$ cat src/rtl/pipeline_ctrl.sv
// Stall/flush controller for the 5-stage in-order pipeline: stage holds, bubbles,
// branch redirects (deferred across memory stalls) and saturating perf counters.
//
// state | meaning
// ------+---------------------------------------------------------------
// IDLE  | pend_valid_q=0, no redirect waiting
// PEND  | pend_valid_q=1, redirect captured during a MEM stall, issue on release
module pipeline_ctrl #(
  parameter int ADDR_W = 32,
  parameter int CNT_W  = 32
) (
  input  logic              clk,
  input  logic              rst,
  input  logic              if_stall_req,
  input  logic              id_stall_req,
  input  logic              mem_stall_req,
  input  logic              ex_br_taken,
  input  logic [ADDR_W-1:0] ex_br_target,
  output logic              pc_stall,
  output logic              ifid_stall,
  output logic              ifid_flush,
  output logic              idex_stall,
  output logic              id_stall,
  output logic              branch_interception,
  output logic              exmem_stall,
  output logic              memwb_stall,
  output logic              pc_redirect,
  output logic [ADDR_W-1:0] pc_redirect_addr,
  output logic [CNT_W-1:0]  stall_cycles,
  output logic [CNT_W-1:0]  flush_count
);

  logic              pend_valid_q, pend_valid_d;
  logic [ADDR_W-1:0] pend_target_q, pend_target_d;
  logic [CNT_W-1:0]  stall_cycles_q, stall_cycles_d;
  logic [CNT_W-1:0]  flush_count_q, flush_count_d;

  always_ff @(posedge clk or posedge rst) begin
    if (rst) begin
      pend_valid_q   <= 1'b0;
      pend_target_q  <= '0;
      stall_cycles_q <= '0;
      flush_count_q  <= '0;
    end else begin
      pend_valid_q   <= pend_valid_d;
      pend_target_q  <= pend_target_d;
      stall_cycles_q <= stall_cycles_d;
      flush_count_q  <= flush_count_d;
    end
  end

  // Only the first redirect seen during a stall is kept; later ones are from wrong-path code.
  always_comb begin
    pend_valid_d  = pend_valid_q;
    pend_target_d = pend_target_q;
    if (mem_stall_req) begin
      if (!pend_valid_q && ex_br_taken) begin
        pend_valid_d  = 1'b1;
        pend_target_d = ex_br_target;
      end
    end else if (pend_valid_q) begin
      pend_valid_d = 1'b0;
    end

    stall_cycles_d = stall_cycles_q;
    if (pc_stall && (stall_cycles_q != '1))
      stall_cycles_d = stall_cycles_q + CNT_W'(1);

    flush_count_d = flush_count_q;
    if (pc_redirect && (flush_count_q != '1))
      flush_count_d = flush_count_q + CNT_W'(1);
  end

  always_comb begin
    pc_stall            = 1'b0;
    ifid_stall          = 1'b0;
    ifid_flush          = 1'b0;
    idex_stall          = 1'b0;
    id_stall            = 1'b0;
    branch_interception = 1'b0;
    exmem_stall         = 1'b0;
    memwb_stall         = 1'b0;
    pc_redirect         = 1'b0;
    pc_redirect_addr    = '0;
    if (rst) begin
      pc_redirect_addr = '0;
    end else if (mem_stall_req) begin
      pc_stall    = 1'b1;
      ifid_stall  = 1'b1;
      idex_stall  = 1'b1;
      exmem_stall = 1'b1;
      memwb_stall = 1'b1;
    end else if (pend_valid_q) begin
      branch_interception = 1'b1;
      ifid_flush          = 1'b1;
      pc_redirect         = 1'b1;
      pc_redirect_addr    = pend_target_q;
    end else if (ex_br_taken) begin
      branch_interception = 1'b1;
      ifid_flush          = 1'b1;
      pc_redirect         = 1'b1;
      pc_redirect_addr    = ex_br_target;
    end else if (id_stall_req) begin
      pc_stall   = 1'b1;
      ifid_stall = 1'b1;
      id_stall   = 1'b1;
    end else if (if_stall_req) begin
      pc_stall   = 1'b1;
      ifid_flush = 1'b1;
    end
  end

  assign stall_cycles = stall_cycles_q;
  assign flush_count  = flush_count_q;

endmodule

$ cat config.mk
export PLATFORM = sky130hd
export DESIGN_NAME = pipeline_ctrl
export DESIGN_NICKNAME = d
export VERILOG_FILES = /design/src/rtl/pipeline_ctrl.sv
export SDC_FILE = /design/constraint.sdc
export NUM_CORES = 1
export LEC_CHECK = 0
export BUFFER_PORTS_ARGS = -buffer_cell sky130_fd_sc_hd__buf_2
export CAP_MARGIN = 20
export CORE_MARGIN = 8
export CORE_UTILIZATION = 55
export CTS_BUF_LIST = sky130_fd_sc_hd__clkbuf_8 sky130_fd_sc_hd__clkbuf_16
export CTS_CLUSTER_SIZE = 40
export DETAILED_ROUTE_END_ITERATION = 10
export GPL_TIMING_DRIVEN = 0
export PLACE_DENSITY = 0.84
export SLEW_MARGIN = 30
export SYNTH_ARGS = -nofsm -noshare
export SYNTH_HDL_FRONTEND = slang
export SYNTH_SLANG_ARGS = --single-unit
$ cat constraint.sdc
create_clock -name clk -period 8.4 [get_ports clk]
set_input_delay 0.84 -clock clk [delete_from_list [all_inputs] [get_ports clk]]
set_output_delay 0.84 -clock clk [all_outputs]
set_load 0.02 [all_outputs]
Yosys cells after proc, flatten, opt, wreduce, memory -nomap -nowiden

Cells that the tools add are included.

Flip-flop bits (word level): 97
Input port bits: 38
Output and inout bits: 105
Word-level logic and storage cells: 44

Add/sub/neg operators: 2
Equality and inequality tests: 3
Mux-type cells: 30
Reductions and logical operators: 5

Operators with widths:

| kind                  | count |
|---|---|
| $mux 32               | 4 |
| $add 32x1->32 const B | 2 |
| $ne 32x32->1 const B  | 2 |
| $mux 1                | 26 |
| $logic_and 1x1->1     | 3 |
| $ne 2x1->1 const B    | 1 |
| $reduce_and 2->1      | 1 |
| $logic_not 1->1       | 1 |

Longest topological paths before layout

Word-level depth: 7
Mapped depth: 8
Depth with buffers taken out: 6

Worst setup path after synthesis

Ideal clock, no wire load.

Path kind: input to output
Start: input port rst
End: output port pc_redirect_addr[10]
Data arrival time: 2003 ps
Setup slack: 5557 ps
Stages: 5
Buffers on the path: 3
Cells stage by stage: clkbuf_1 -> or2_2 -> clkbuf_1 -> clkbuf_1 -> nor2_1

Cells in the longest elaborated chain, start to end: 1

Ends and longest elaborated chain:

| item               | line | text |
|---|---|---|
| start: declaration | 13   | `input logic rst,` |
| $mux 32            | 85   | `if (rst) begin` |
| end: declaration   | 28   | `output logic [ADDR_W-1:0] pc_redirect_addr,` |

Every way passes these cells.

Final worst setup path

Start: input port rst
End: output port pc_redirect_addr[4]

Same word-level chain as after synthesis.

==> flow_summary.json <==
{
  "grt_use_total_pct": 20.3,
  "netlist-cell-type-count": 42,
  "grt_pass1_vias": 4210,
  "fp.dieW_um": 110,
  "dr.pass1.iters": 5,
  "hpwl_mm": 9.53,
  "slew_viol_final": 0,
  "fill_cells": 694,
  "antenna_found_initial": 0,
  "die_h_um": 110,
  "period_needed_ps": 3280,
  "cp.arrival_ps": 2440,
  "finalCritPeriodShare_pct": 39.0,
  "worst_path_largest_cell_delay_ps": 440,
  "utilization_pct": 68.9,
  "avgSynthCellArea_um2": 10.6,
  "p_per_area_nw_per_um2": 188,
  "overflow": 0,
  "cts_max_level": 3,
  "cts_buffer_depth": 2,
  "cts_tree": "done",
  "clk_pin_slew_ps": 90,
  "wl_mm": 12.5,
  "viasPerCell": 5.82,
  "syn_nets": 504,
  "endpoint_kind": "primary output",
  "gp_congestion": 0.880,
  "placed_cell_area_um2": 5770,
  "vias": 4232,
  "worst_pin_slew_ps": 869,
  "cts.sinks": 97,
  "core_um2": 8680,
  "rows": 34,
  "nets": 657,
  "status": "finished clean",
  "hold_buffers": 0,
  "crit_type": "input pin to primary output",
  "wl_per_cell_um": 17.1,
  "max_clock_freq_mhz": 305,
  "setup-tns-final_ps": 0,
  "path_cells": "clkbuf_1, or2_2, clkbuf_1, clkbuf_1, nor2_1, buf_2",
  "final_cell_area_um2": 5980,
  "rsz0062_at_grt": "false",
  "pin_count": 143,
  "grt_max_degree": 58,
  "maxCapViolations": 0,
  "synth.yosys.warnings": 0,
  "drive_above_1_share_pct": 33.1,
  "diodes": 0,
  "path_max_fanout": 10,
  "route.detailed.drc": 0,
  "ys_seq_area_share_pct": 49.6,
  "vdd_drop_max_mv": 0.148,
  "synth_area_um2": 4900,
  "setup_violations": 0,
  "ant_nets": 0,
  "port_buffers": 141,
  "skew_ps": 13.3,
  "clk-insertion-delay-late_ps": 340,
  "synth-seq-cells": 97,
  "start_util_pct": 56.4,
  "final-hold-violation-count": 0,
  "netlist_instances": 464,
  "syn2layout_area_growth_pct": 22.0,
  "ctsRootBufferMaster": "clkbuf_8",
  "cts_setup_buffers": 0,
  "cp-start-kind": "input pin",
  "p_leak_nw": 2.83,
  "grt_pass1_wl_mm": 19.9,
  "required_ps": 7560,
  "hold_path_class": "flop to flop",
  "dieArea_um2": 12200,
  "cp_slowest_cell": "clkbuf_1",
  "cts_resized": 0,
  "cts-buffers-inserted": 9,
  "path_common_cell": "clkbuf_1",
  "max_slew_margin_pct": 41.6,
  "first_iter_violations": 309
}
## cell type report
| class | instances | area (um^2) | share of cell area, % |
|---|---|---|---|
| flip-flops and latches | 97 | 2430 | 40.6 |
| repair buffers | 142 | 733 | 12.3 |
| clock buffers | 10 | 138 | 2.30 |
| plain buffers | 22 | 103 | 1.72 |
| inverters | 10 | 42.5 | 0.712 |
| well taps | 108 | 135 | 2.26 |
| clock inverters | 3 | 67.6 | 1.13 |
| multi-input cells | 335 | 2330 | 39.0 |
## placed cells by master (no fill, tap or decap), types with 3 or more instances in the layout
cell / n
nor2b_1: 3
buf_4: 3
inv_1: 9
clkbuf_1: 14
buf_1: 3
nor2_1: 50
nand3_1: 21
clkbuf_8: 10
xor2_1: 8
nand2_1: 29
nor4_1: 7
buf_2: 142
or3_1: 3
and2_1: 5
nor3_1: 10
and3_1: 12
a22oi_1: 30
mux2_2: 34
and4_1: 4
nand4_1: 38
a21oi_1: 7
dfrtp_1: 97
xnor2_1: 50
## power breakdown
part	total, mW	internal (mW)	switching, mW
Clock	0.320	0.171	0.148
Sequential	0.573	0.522	0.0515
Combinational	0.232	0.0968	0.135
## synthesized netlist by cell type
cell / n / area, um^2
ha_1: 2 / 25.0
inv_1: 10 / 37.5
dfrtp_1: 97 / 2430
nand3_1: 21 / 105
or4_4: 1 / 11.3
a22oi_1: 30 / 225
or2_2: 2 / 12.5
buf_1: 3 / 11.3
nor4_2: 2 / 25.0
o2111ai_2: 1 / 15.0
a2111oi_4: 1 / 27.5
or4_1: 1 / 7.51
buf_6: 1 / 11.3
nor3_1: 10 / 50.1
nor4b_4: 1 / 23.8
clkbuf_1: 14 / 52.6
o21ai_0: 2 / 10.0
nor2b_1: 3 / 18.8
o2111a_1: 1 / 11.3
mux2_1: 1 / 11.3
xor2_1: 8 / 70.1
or3_1: 3 / 18.8
o31a_1: 1 / 8.76
o31ai_4: 1 / 21.3
and2_1: 5 / 31.3
nor2_1: 50 / 188
and3_1: 12 / 75.1
nand4_1: 38 / 238
nand2b_1: 1 / 6.26
mux2_2: 34 / 383
a21oi_1: 7 / 35.0
nand4_2: 1 / 12.5
buf_4: 3 / 22.5
and2_0: 1 / 6.26
nand3b_1: 1 / 7.51
nand2_1: 29 / 109
a31oi_1: 1 / 6.26
nand4b_1: 2 / 17.5
and4_1: 4 / 35.0
buf_2: 1 / 5.00
xnor2_1: 50 / 438
nor4_1: 7 / 43.8
## critical path: cells and delay by family
family | cells | cell delay, ps
buf+inv | 4 | 1270
simple gates | 2 | 320
## path summary, 6_finish.rpt
check	from	end	slack, ps	cells after the start
min in group asynchronous	rst	stall_cycles[18]$_DFFE_PP0P_	730	2
max	rst	pc_redirect_addr[4]	5120	6
min	stall_cycles[31]$_DFFE_PP0P_	stall_cycles[31]$_DFFE_PP0P_	500	1
max in group asynchronous	rst	pend_target_q[27]$_DFFE_PP0P_	7050	3
max reg2reg	pend_valid_q$_DFFE_PP0P_	stall_cycles[24]$_DFFE_PP0P_	6030	6
min reg2reg	stall_cycles[31]$_DFFE_PP0P_	stall_cycles[31]$_DFFE_PP0P_	500	1
## through the flow
step                hold slack, ps  setup WS (ps)  power [mW]  cells
finish                         496           5120        1.12    727
global route                   519           4990        1.18    727
CTS                            499           5110        1.13    727
detailed placement             482           5120       0.815    714
global placement               481           3790       0.799    713
floorplan                      480           4790       0.728    464
## per-layer routing
metal / vias to the layer above / GRT usage, % / wire (um) / part of all wire, %
li1: 1960 / - / - / -
met1: 2076 / 25.5 / 5010 / 40
met2: 175 / 33.6 / 6190 / 50
met3: 21 / 4.83 / 1070 / 8.6
met4: 0 / 6.95 / 180 / 1.4
met5: - / 0 / 0 / 0
## logic make-up (layout without fill, tap and decap cells)
kind of cell,after synthesis,after routing,share of synthesized area [%]
compound gates,45,45,7.36
xor+xnor,58,58,10.4
buf+inv,32,187,2.86
simple gates,195,195,21.3
mux,35,35,8.05
fa+ha+maj,2,2,0.511
flops,97,97,49.6
## sequential cells by signal, summed over array words and instances (netlist names)
register and cells:
flush_count 32, pend_target_q 32, stall_cycles 32, pend_valid_q 1
Power figures use the tool's default switching activity.
